===== config.mk =====
export PLATFORM = sky130hd
export DESIGN_NAME = chunk_adder
export DESIGN_NICKNAME = d
export VERILOG_FILES = /design/src/rtl/chunk_adder.sv
export SDC_FILE = /design/constraint.sdc
export NUM_CORES = 1
export LEC_CHECK = 0
export BUFFER_PORTS_ARGS = -buffer_cell sky130_fd_sc_hd__buf_2
export CAP_MARGIN = 0
export CORE_AREA = 10 10 106 108
export CTS_CLUSTER_SIZE = 24
export DETAILED_ROUTE_END_ITERATION = 6
export DIE_AREA = 0 0 116 118
export PLACE_DENSITY = 0.91
export SKIP_LAST_GASP = 1
export SYNTH_ARGS = -nofsm -noshare
export SYNTH_HDL_FRONTEND = slang
export SYNTH_SLANG_ARGS = --single-unit

===== constraint.sdc =====
create_clock -name clk -period 8.9 [get_ports clk]
set_input_delay 2.225 -clock clk [delete_from_list [all_inputs] [get_ports clk]]
set_output_delay 2.225 -clock clk [all_outputs]
set_load 0.005 [all_outputs]

===== src/rtl/chunk_adder.sv =====
// Multi-cycle WIDTH-bit adder/subtractor, CHUNK bits per clock.
// Optional signed-overflow output when CHUNK_ADDER_OVF_EN is defined.
module chunk_adder #(
  parameter int WIDTH = 32,
  parameter int CHUNK = 8
) (
  input  logic             clk,
  input  logic             rst,
  input  logic             start,
  input  logic             sub,
  input  logic [WIDTH-1:0] a,
  input  logic [WIDTH-1:0] b,
  input  logic             cin,
  output logic             busy,
  output logic             done,
  output logic [WIDTH-1:0] sum,
`ifdef CHUNK_ADDER_OVF_EN
  output logic             cout,
  output logic             ovf
`else
  output logic             cout
`endif
);

  localparam int N  = WIDTH / CHUNK;
  localparam int IW = (N > 1) ? $clog2(N) : 1;

  typedef enum logic [1:0] {
    IDLE,
    RUN,
    DONE
  } state_t;

  state_t            state_q, state_d;
  logic [WIDTH-1:0]  a_q, a_d;
  logic [WIDTH-1:0]  b_q, b_d;
  logic              carry_q, carry_d;
  logic [IW-1:0]     idx_q, idx_d;
  logic [WIDTH-1:0]  sum_q, sum_d;
  logic              cout_q, cout_d;
`ifdef CHUNK_ADDER_OVF_EN
  logic              ovf_q, ovf_d;
  logic              cmsb;
`endif

  logic [CHUNK-1:0]  a_s;
  logic [CHUNK-1:0]  b_s;
  logic [CHUNK:0]    cs;
  logic              last;

  // Current slice add, carry-out in the top bit
  always_comb begin
    a_s  = a_q[idx_q*CHUNK +: CHUNK];
    b_s  = b_q[idx_q*CHUNK +: CHUNK];
    cs   = {1'b0, a_s} + {1'b0, b_s} + (CHUNK+1)'(carry_q);
    last = (idx_q == IW'(N-1));
`ifdef CHUNK_ADDER_OVF_EN
    cmsb = a_s[CHUNK-1] ^ b_s[CHUNK-1] ^ cs[CHUNK-1];
`endif
  end

  // Next-state and datapath update
  always_comb begin
    state_d = state_q;
    a_d     = a_q;
    b_d     = b_q;
    carry_d = carry_q;
    idx_d   = idx_q;
    sum_d   = sum_q;
    cout_d  = cout_q;
`ifdef CHUNK_ADDER_OVF_EN
    ovf_d   = ovf_q;
`endif
    unique case (state_q)
      IDLE, DONE: begin
        if (start) begin
          a_d     = a;
          b_d     = sub ? ~b : b;
          carry_d = sub ? ~cin : cin;
          idx_d   = '0;
          state_d = RUN;
        end else begin
          state_d = IDLE;
        end
      end
      RUN: begin
        sum_d[idx_q*CHUNK +: CHUNK] = cs[CHUNK-1:0];
        carry_d = cs[CHUNK];
        if (last) begin
          cout_d  = cs[CHUNK];
`ifdef CHUNK_ADDER_OVF_EN
          ovf_d   = cmsb ^ cs[CHUNK];
`endif
          idx_d   = '0;
          state_d = DONE;
        end else begin
          idx_d = idx_q + IW'(1);
        end
      end
      default: state_d = IDLE;
    endcase
  end

  // State and datapath registers, synchronous reset
  always_ff @(posedge clk) begin
    if (rst) begin
      state_q <= IDLE;
      a_q     <= '0;
      b_q     <= '0;
      carry_q <= 1'b0;
      idx_q   <= '0;
      sum_q   <= '0;
      cout_q  <= 1'b0;
`ifdef CHUNK_ADDER_OVF_EN
      ovf_q   <= 1'b0;
`endif
    end else begin
      state_q <= state_d;
      a_q     <= a_d;
      b_q     <= b_d;
      carry_q <= carry_d;
      idx_q   <= idx_d;
      sum_q   <= sum_d;
      cout_q  <= cout_d;
`ifdef CHUNK_ADDER_OVF_EN
      ovf_q   <= ovf_d;
`endif
    end
  end

  // Outputs decoded from state and held registers
  always_comb begin
    busy = (state_q == RUN);
    done = (state_q == DONE);
    sum  = sum_q;
    cout = cout_q;
`ifdef CHUNK_ADDER_OVF_EN
    ovf  = ovf_q;
`endif
  end

endmodule


# Yosys cells after proc, flatten, opt, wreduce, memory -nomap -nowiden
# Index checks and enable logic that the tools add are counted.
dict set report totals {
  ff_bits 102
  latch_bits 0
  ram_bits 0
  rom_bits 0
  inputBits 69
  out_inout_bits 35
  word_cells 39
  memories 0
}
dict set report classes {
  n_addsub 4
  multipliers 0
  div 0
  magnitude_cmp 0
  n_eq_ne 5
  n_shift 4
  mux 11
  bitwise 2
  reduce_logical 6
}
# operator n
set op_table {}
lappend op_table {{$shiftx 32x6->8} 2}
lappend op_table {{$neg 5->34} 1}
lappend op_table {{$shift 8x34->32 const A} 1}
lappend op_table {{$shiftx 8x34->32} 1}
lappend op_table {{$bwmux 32} 1}
lappend op_table {{$mux 32} 1}
lappend op_table {{$not 32->32} 1}
lappend op_table {{$add 8x8->9} 1}
lappend op_table {{$add 9x1->9} 1}
lappend op_table {{$pmux 2 s2} 2}
lappend op_table {{$mux 2} 3}
lappend op_table {{$reduce_and 2->1} 3}
lappend op_table {{$eq 2x2->1 const B} 2}
lappend op_table {{$mux 1} 3}
lappend op_table {{$add 2x1->2 const B} 1}
lappend op_table {{$eq 2x1->1 const B} 1}
lappend op_table {{$logic_not 2->1} 1}
lappend op_table {{$ne 2x1->1 const B} 1}
lappend op_table {{$ne 2x2->1 const B} 1}
lappend op_table {{$pmux 1 s2} 1}
lappend op_table {{$reduce_bool 2->1} 1}
lappend op_table {{$reduce_or 2->1} 1}
lappend op_table {{$not 1->1} 1}

# Longest topological paths before layout
dict set report logic_depth {
  ltp_word 5
  depth_mapped 8
  mapped_depth_nobuf 7
}

# Worst setup path after synthesis
# OpenSTA, ideal clock, no wires.
dict set report synth_timing {
  path_type {input-to-reg}
  start {input port rst}
  end {register sum_q[14] (netlist: sum[14])}
  setup_time_ns 0.117
  arrival_ns 3.100
  required_time_ns 8.783
  setup_slack_ns 5.683
  cell_stages 5
  path_buffers 1
  cell_sequence {buf_4 nor4b_1 nor3_1 o311ai_4 a22o_1}
}
# item line
set synth_lines {}
lappend synth_lines {{start, declared} 8} ;# input logic rst,
lappend synth_lines {{end signal, assigned} 123} ;# sum_q <= sum_d;
lappend synth_lines {{end, declared} 39} ;# logic [WIDTH-1:0] sum_q, sum_d;

# Worst setup path after layout
dict set report layout_timing {
  start {register state_q[0]}
  end {output port busy}
}
dict set report layout_via {
  elab_chain_len 1
}
# item line
set layout_rtl {}
lappend layout_rtl {{start, declared} 34} ;# state_t state_q, state_d;
lappend layout_rtl {{start signal, assigned} 118} ;# state_q <= state_d;
lappend layout_rtl {{$eq 2x1->1} 133} ;# busy = (state_q == RUN);
lappend layout_rtl {{end, declared} 14} ;# output logic busy,
# Every way passes these cells.

==> flow_summary.ini <==
[clock_network]
clk_pin_slew_ns = 0.09
cts_max_level = 3
postCtsResizedCells = 0
cts_buffers = 9
root_buffer = clkbuf_8
postCtsSetupBuffers = 0
clockBufferDepth = 2
cts.sinks = 102
cts_tree = yes
cts_hold_buf = 0
clock_latency_ns = 0.36

[global_route]
grt_pass1_vias = 4132
grt_util_met2_pct = 29.02
met1_usage_pct = 21.19
grt_pass1_wl_mm = 19.85
top_usage_layer = met2
gr-usage-met3_pct = 4.485
grt_start_max_net_pins = 111
grtUsageTotal_pct = 17.65
gr-total-overflow = 0
antenna_found_initial = 0

[timing]
period_minus_slack_ns = 4.190
slew_viol_final = 0
tightest_slew_ns = 1.142
grt_setup_unrepaired = no
tns_ns = 0
fin_skew_ns = 0.006177
period_share_pct = 47.07
fmax_ghz = 0.2387
setup_viol = 0
slew_headroom_pct = 23.83
hold_viol_final = 0

[setup_path]
crit_path_end = busy
r2r_cells = 8
startpoint_type = register
startpoint = state_q[0]
crit_arrival_ns = 1.96
critPathMaxFanout = 12
r2r-start = idx_q[0]
critical_path_class = reg2out
worstPathRequired_ns = 6.68
reg2reg_to = sum[22]
end_kind = output port
r2r_slack_ns = 5.12

[synthesis]
yosysSeqAreaShare_pct = 41.58
synth_edf_count = 0
synth.avg_cell_area_um2 = 9.705
synth_seq_cells = 102
ys_types = 46
syn_inst = 506
synthArstFlopShare_pct = 0
synthesis.area_mm2 = 0.004911
synthFlopType = dfxtp_1
synth_warnings = 0
synthesis.nets = 590

[place]
port_buffers = 103
place_inst = 684
gp_congestion = 0.8424
dpl.hpwl_mm = 9.172

[cells_and_area]
nets = 668
seqCellArea_mm2 = 0.002042
nFillCells = 734
insertedDiodeCount = 0
final_cells = 700
area_growth_pct = 14.75
drive_above_1_share_pct = 26.32
multi_input_area_mm2 = 0.002674
final_cell_mix = 102 x dfxtp_1, 102 x buf_2, 68 x nand2_1, 61 x nor2_1, 44 x a21oi_1

[floorplanning]
die_w_um = 116
core_region_area_mm2 = 0.009109
start_util_pct = 53.91
ioPinCount = 104
rows = 35
die_h_um = 118
die_area_mm2 = 0.01369

[pwr]
power_leakage_nw = 2.343
peakVddDrop_mv = 0.1154
p_per_area_mw_per_mm2 = 180.4

[route]
drc = 0
wire_per_inst_um = 17.33
wl_mm = 12.13
antenna_left = 0
first_pass_iters = 5
route.vias.total = 4031
via_per_inst = 5.759
drtIter0Drc = 255

[min_path]
worstHoldStart = a_q[0]
worstHoldPathType = reg2reg

[run]
drv_cap = 0

[outcome]
status = finished clean
-- critical path, stage by stage (launching register included) --
cell and delay (ns):
dfxtp_1 0.64, nor2b_1 0.72, buf_2 0.24
-- flip-flops by register name (all words and copies together), names as in the netlist --
| register | count |
|---|---|
| carry_q | 1 |
| idx_q | 2 |
| b_q | 32 |
| sum | 32 |
| a_q | 32 |
| cout | 1 |
| state_q | 2 |
-- per-layer routing --
metal | vias to the layer above | routed length, um
met5 | - | 0
met4 | 0 | 229
met3 | 22 | 809
met2 | 135 | 5883
met1 | 1889 | 5207
li1 | 1985 | -
-- how the worst min path moves through the flow --
stage | endpoint | slack [ns] | depth (start not counted)
after floorplan | a_q[16] | 0.43 | 2
after global placement | a_q[26] | 0.44 | 2
after detailed placement | a_q[17] | 0.45 | 2
after CTS | a_q[0] | 0.46 | 2
after global routing | a_q[15] | 0.48 | 2
final | a_q[0] | 0.46 | 2
-- synth_stat cells (2+ instances only) --
cell	n	area share, %
nor2_1	61	4.7
nand3b_4	3	1.2
a32oi_1	8	1.4
nor3b_1	3	0.46
clkbuf_1	9	0.69
nor4b_1	4	0.71
buf_4	2	0.31
o311ai_1	4	0.71
xor2_1	2	0.36
nand2_1	68	5.2
buf_2	27	2.8
dfxtp_1	102	42
or2_4	2	0.36
ha_1	13	3.3
a21oi_1	44	4.5
xnor2_1	32	5.7
a21o_1	2	0.31
a22oi_1	14	2.1
o21ai_1	4	0.41
nand2b_1	3	0.38
nand3_1	4	0.41
a211oi_1	33	5.0
o211ai_1	2	0.31
nand4_1	4	0.51
nor4bb_1	2	0.41
nand3b_1	4	0.61
a22o_1	8	1.4
nor4b_4	3	1.5
a211o_1	2	0.36
o311ai_4	2	1.1
mux4_2	16	7.3
nor2b_1	4	0.51
fa_1	2	0.82
-- power breakdown --
| group | internal (W) | total, W | switching, W |
|---|---|---|---|
| Clock | 0.000174 | 0.000329 | 0.000155 |
| Sequential | 0.000482 | 0.000497 | 0.0000147 |
| Combinational | 0.0000808 | 0.000191 | 0.000110 |
| Total | 0.000737 | 0.00102 | 0.000280 |
-- per-stage QoR --
stage	utilization (%)	power (W)	hold slack (ns)	cell area, um^2	worst slack (ns)
after floorplan	-	0.0006455	0.4331	4911	5.683
after global placement	59.31	0.0006860	0.4414	5403	4.900
after detailed placement	59.31	0.0006969	0.4451	5403	4.803
after CTS	61.87	0.001017	0.4600	5635	4.740
after global routing	61.87	0.001060	0.4756	5635	4.650
final	61.87	0.001016	0.4591	5635	4.710
-- area by class of cell --
type	count	area share, %
flip-flops and latches	102	36.23
multi-input cells	363	47.45
clock buffers	11	2.686
repair buffers	106	9.591
clock inverters	5	1.443
well taps	111	2.464
inverters	2	0.1332
-- kinds of logic after synthesis --
group | synth area share, %
AO/OA/AOI/OAI | 18.62
XOR/XNOR | 6.064
adder cells (fa/ha/maj) | 4.128
flip-flops | 41.58
multiplexers | 7.338
AND/OR/NAND/NOR | 18.14
buffers and inverters | 4.127
Note: power is estimated with default switching activity, not from simulation.
